File: src/rtl/stream_demux_1to4.sv
// stream_demux_1to4
//   Registered 1-to-4 stream demultiplexer. One valid/ready input stream is
//   routed to one of four output channels. The route is chosen by in_sel on
//   the first beat of a packet and held until the in_last beat. Each output
//   owns a one-entry register buffer. Beats aimed at a disabled channel are
//   accepted and thrown away, and each dropped packet is counted.
// Ports
//   clk, rst             clock (rising edge), synchronous active-high reset
//   in_valid/in_ready    input handshake (in_ready is combinational)
//   in_data, in_last     input beat payload and end-of-packet flag
//   in_sel               destination channel, sampled on the first beat only
//   out_valid/out_ready  per-channel output handshake
//   out_data             channel k at [k*DATA_W +: DATA_W]
//   out_last             per-channel end-of-packet flag
//   busy                 high while inside a multi-beat packet
//   drop_cnt             saturating count of dropped packets
module stream_demux_1to4 #(
  parameter int         DATA_W = 8,
  parameter logic [3:0] CH_EN  = 4'hF
) (
  input  logic                clk,
  input  logic                rst,
  input  logic                in_valid,
  output logic                in_ready,
  input  logic [DATA_W-1:0]   in_data,
  input  logic                in_last,
  input  logic [1:0]          in_sel,
  output logic [3:0]          out_valid,
  input  logic [3:0]          out_ready,
  output logic [4*DATA_W-1:0] out_data,
  output logic [3:0]          out_last,
  output logic                busy,
  output logic [7:0]          drop_cnt
);

  typedef enum logic {IDLE = 1'b0, PASS = 1'b1} state_t;

  state_t     state;
  state_t     state_nxt;
  logic [1:0] sel_q;
  logic [1:0] tgt;
  logic       tgt_en;
  logic       acc;

  function automatic logic [7:0] sat_inc(input logic [7:0] c);
    return (c == 8'hFF) ? c : c + 8'd1;
  endfunction

  // Route is locked to sel_q for the remainder of a packet.
  assign tgt    = (state == PASS) ? sel_q : in_sel;
  assign tgt_en = CH_EN[tgt];

  // A disabled target always accepts; an enabled one accepts when its buffer
  // is empty or is being drained on this same edge.
  assign in_ready = !rst && (!tgt_en || !out_valid[tgt] || out_ready[tgt]);
  assign acc      = in_valid && in_ready;
  assign busy     = (state == PASS);

  always_comb begin
    state_nxt = state;
    case (state)
      IDLE:    if (acc && !in_last) state_nxt = PASS;
      PASS:    if (acc && in_last)  state_nxt = IDLE;
      default: state_nxt = IDLE;
    endcase
  end

  // Control registers: FSM, locked route, drop counter.
  always_ff @(posedge clk) begin
    if (rst) begin
      state    <= IDLE;
      sel_q    <= 2'd0;
      drop_cnt <= 8'd0;
    end else begin
      state <= state_nxt;
      if (state == IDLE && acc && !in_last)
        sel_q <= in_sel;
      if (acc && in_last && !tgt_en)
        drop_cnt <= sat_inc(drop_cnt);
    end
  end

  // Output buffers: load has priority over drain, so a simultaneous
  // drain+load keeps the buffer valid with the new beat.
  always_ff @(posedge clk) begin
    if (rst) begin
      out_valid <= 4'b0000;
      out_last  <= 4'b0000;
      out_data  <= '0;
    end else begin
      for (int k = 0; k < 4; k++) begin
        if (acc && tgt_en && (tgt == 2'(k))) begin
          out_valid[k]                  <= 1'b1;
          out_last[k]                   <= in_last;
          out_data[k*DATA_W +: DATA_W]  <= in_data;
        end else if (out_valid[k] && out_ready[k]) begin
          out_valid[k] <= 1'b0;
        end
      end
    end
  end

endmodule

File: config.mk
export PLATFORM = sky130hd
export DESIGN_NAME = stream_demux_1to4
export DESIGN_NICKNAME = d
export VERILOG_FILES = /design/src/rtl/stream_demux_1to4.sv
export SDC_FILE = /design/constraint.sdc
export NUM_CORES = 1
export LEC_CHECK = 0
export CAP_MARGIN = 25
export CORE_MARGIN = 3
export CORE_UTILIZATION = 50
export DETAILED_ROUTE_END_ITERATION = 6
export DONT_BUFFER_PORTS = 1
export GPL_ROUTABILITY_DRIVEN = 0
export PLACE_DENSITY_LB_ADDON = 0.05
export SLEW_MARGIN = 20
export SYNTH_ARGS = -nofsm -noshare
export SYNTH_HDL_FRONTEND = slang
export SYNTH_SLANG_ARGS = --single-unit
File: constraint.sdc
create_clock -name clk -period 1.5 [get_ports clk]
set_input_delay 0 -clock clk [delete_from_list [all_inputs] [get_ports clk]]
set_output_delay 0 -clock clk [all_outputs]
set_load 0.01 [all_outputs]
Word-level counts from Yosys, hierarchy flattened:

Index checks and enable logic that the tools add are counted.

* latch bits: 0
* memories: 0
* RAM bits: 0
* register bits after elaboration: 51
* bits in read-only memories: 0
* output and inout port bits: 50

* multiplexer cells: 18
* equal/unequal tests: 4
* reduce and logical (&&, ||, !) cells: 28
* multipliers: 0
* shift operators: 0
* divide/modulo/power cells: 0
* add/subtract/negate cells: 1
* magnitude comparators: 1
* bitwise gates (word level): 2

Operators by type and width (count)
* logical AND 1 bit: 16
* 2-to-1 mux 1 bit: 13
* adder 8 x 1 -> 8 bit (second input constant): 1
* equality test 8 bit (second input constant): 1
* nonzero test 2 bit: 4
* binary-select mux 1 bit (select 2 bit): 3
* equality test 2 bit (second input constant): 2
* logical NOT 1 bit: 4
* less-than comparator 2 x 3 -> 1 bit (second input constant): 1
* equality test 2 x 1 -> 1 bit (second input constant): 1
* logical NOT 2 bit: 1
* logical OR 1 bit: 2
* 2-to-1 mux 2 bit: 1
* NOT 1 bit: 2
* case mux 1 bit (2 select lines): 1
* AND reduction 2 bit: 1

Depth between registers and ports, before layout:

* word-level depth: 11
* depth in mapped cells: 7
* depth with buffers taken out: 5

Worst setup path before layout:

No wires, ideal clock.

* kind: reg2reg
* from: register (tool-made name)
* to: register out_data[10]
* setup time: 128 ps
* clock period less this slack: 1704 ps
* arrival: 1576 ps
* cell stages (with the launch flop): 7
* slack: -204 ps
* cell sequence: dfxtp_1 mux2i_4 nand2_1 nor3_1 buf_4 mux2i_1 nor2_1

RTL lines
* to (signal, indexed assignment): RTL line 95 `out_data[k*DATA_W +: DATA_W] <= in_data;`
* to (decl): RTL line 30 `output logic [4*DATA_W-1:0] out_data,`

==> flow_metrics.tcl <==
set metrics [dict create \
    drive_gt1_share_pct 21.80 \
    initial_core_util_pct 54.77 \
    cp.required_ns 1.50 \
    synth.top_cells.by_area "dfxtp_1 49%, mux2i_1 21%, nor2_1 9.2%" \
    worstPathArrival_ns 1.73 \
    critPathCaptureType "output port" \
    first_pass_iters 4 \
    dieWidth_um 65.23 \
    mappedNetlistArea_um2 1754 \
    numCtsBuffers 5 \
    cts_tree "done" \
    run_status "finished with violations" \
    maxCapViolCount 0 \
    num_io_pins 68 \
    yosys_register_bits 43 \
    grt_pass1_vias 1378 \
    cts_max_level 2 \
    drt_iter0_drc 84 \
    antenna_cells 0 \
    die_h_um 65.23 \
    antenna_found_initial 0 \
    fin_nets 229 \
    min_from "rst" \
    critPathKind "register to output port" \
    port_buffers 0 \
    vias 1329 \
    post_drt_wl_per_cell_um 16.41 \
    multi_input_area_um2 863.3 \
    clkSinkCount 43 \
    period_share_pct 115.6 \
    hold_viol 0 \
    synth_top_area_share_pct 49.07 \
    ys_seq_area_share_pct 49.07 \
    hp-class "input pin to output port" \
    netlist_instances 172 \
    ir_drop_mv 0.7608 \
    setup_ws_ns -0.2346 \
    yosysUniqueCellTypes 23 \
    clkSlewWorstSetupHoldPaths_ns 0.13 \
    drc 0 \
    clkLatencyLatePin_ns 0.35 \
    critPathLaunchType "register" \
    dieArea_um2 4255 \
    syn_to_final_growth_pct 29.60 \
    grt_overflow 0 \
    cts_root_buffer "clkbuf_4" \
    fin_setup_tns_ns -5.918 \
    rsz0062_at_grt "true" \
    hpwl_um 2745 \
    grt_max_degree 44 \
    ant_nets 0 \
    grt.total_usage_pct 21.08 \
    row_count 20 \
    maxSlewViolCount 0 \
    seq_area_um2 864.6 \
    core_um2 3203 \
    wl_um 4185 \
    layout_commonest_cell "dfxtp_1" \
    syn_area_per_cell_um2 10.20 \
    violations "setup timing" \
    synth_largest_area_cell "dfxtp_1" \
    path_max_fanout 3 \
    yosys_warnings 0 \
    viasPerCell 5.212 \
    fill_cells 245 \
    skew_ns 0.01431 \
    fmax_mhz 576.5 \
    place_ws_ns -0.07982 \
    finalSetupViolations 43 \
    cellPowerDensity_nw_per_um2 931.8 \
    p_leak_nw 0.9963 \
    grt_first_pass_wirelength_um 6782 \
    layout_common_cells "42 x dfxtp_1, 41 x nor2_1, 36 x mux2i_1" \
    min_period_ns 1.735 \
    clock_path_buffers 2 \
]
[cell usage after synthesis]
library cell and count:
dfxtp_1 43, nor2_1 43, mux2i_1 37, buf_4 11, clkbuf_1 5, a21oi_1 4
nand2b_1 4, mux2i_4 3, nor2b_1 3, inv_1 2, mux2_4 2, nand2_1 2
o21ai_0 2, or3_1 2, a21oi_2 1, conb_1 1, nand2_2 1, nand3_1 1
nor3_1 1, nor4_2 1, o21a_1 1, o21ai_1 1, o31ai_1 1
[routing by layer]
| metal | GRT usage (%) | up-vias | wire length (um) |
|---|---|---|---|
| met1 | 23.62 | 636 | 1599 |
| li1 | - | 634 | - |
| met2 | 36.79 | 53 | 2173 |
| met4 | 6.218 | 0 | 62 |
| met3 | 8.205 | 6 | 350 |
| met5 | 0 | - | 0 |
[worst max-delay path, cell delays in order, from the launching register on]
cell	delay, ns
dfxtp_4	0.40
mux2_4	0.34
mux2_4	0.32
mux2i_4	0.16
buf_6	0.12
nor2_2	0.04
[kinds of logic (layout without fill, tap and decap cells)]
kind of cell    Yosys count  count (layout)  synth area share, %
simple gates             58              58                14.48
flops                    43              43                49.07
mux                      42              42                26.68
buf+inv                  18              50                6.206
compound gates           10              10                3.353
other cells               1               8               0.2138
[layout make-up]
type                    instances  area share [%]
multi-input cells             118           37.97
inverters                       2          0.3302
flip-flops and latches         43           38.03
repair buffers                 41           18.33
well taps                      44           2.422
clock buffers                   7           2.917
[final timing paths]
| path | end | slack (ns) | depth (start not counted) |
|---|---|---|---|
| worst min-delay path | in_ready | 0.03 | 1 |
| worst min register to register | sel_q[1] | 0.54 | 2 |
| worst max-delay path | in_ready | -0.23 | 5 |
| worst max register to register | out_data[3] | -0.21 | 6 |
[what timing repair did]
action                                  4_1_cts  5_1_grt
pin swaps                                     5        3
endpoints found under the setup margin       40       44
hold endpoints to repair                     43        1
setup buffers                                 9        0
hold buffers                                 16        1
resized for setup                            13        1
[sequential cells by signal (all words and copies together) (netlist names), named ones only]
signal and count:
out_valid 4, out_last 4, out_data 32, sel_q 2
[power breakdown]
group	switching [W]	internal [W]
clock network	0.000360	0.000277
registers	0.0000351	0.00117
logic	0.000132	0.000143
total	0.000526	0.00159
[stage by stage]
| stage | total power, W | cells | hold WS, ns | instance area, um2 | utilization [%] |
|---|---|---|---|---|---|
| 6_report | 0.002118 | 255 | 0.03189 | 2273 | 70.98 |
| 3_3_place_gp | 0.001389 | 222 | 0.05837 | 1889 | 58.98 |
| 2_1_floorplan | 0.001374 | 179 | 0.1439 | 1784 | - |
| 5_1_grt | 0.002215 | 255 | 0.03370 | 2273 | 70.98 |
| 4_1_cts | 0.002123 | 254 | -0.05994 | 2261 | 70.59 |
| 3_5_place_dp | 0.001395 | 222 | 0.05347 | 1889 | 58.98 |
Note: power is estimated with default switching activity, not from simulation.
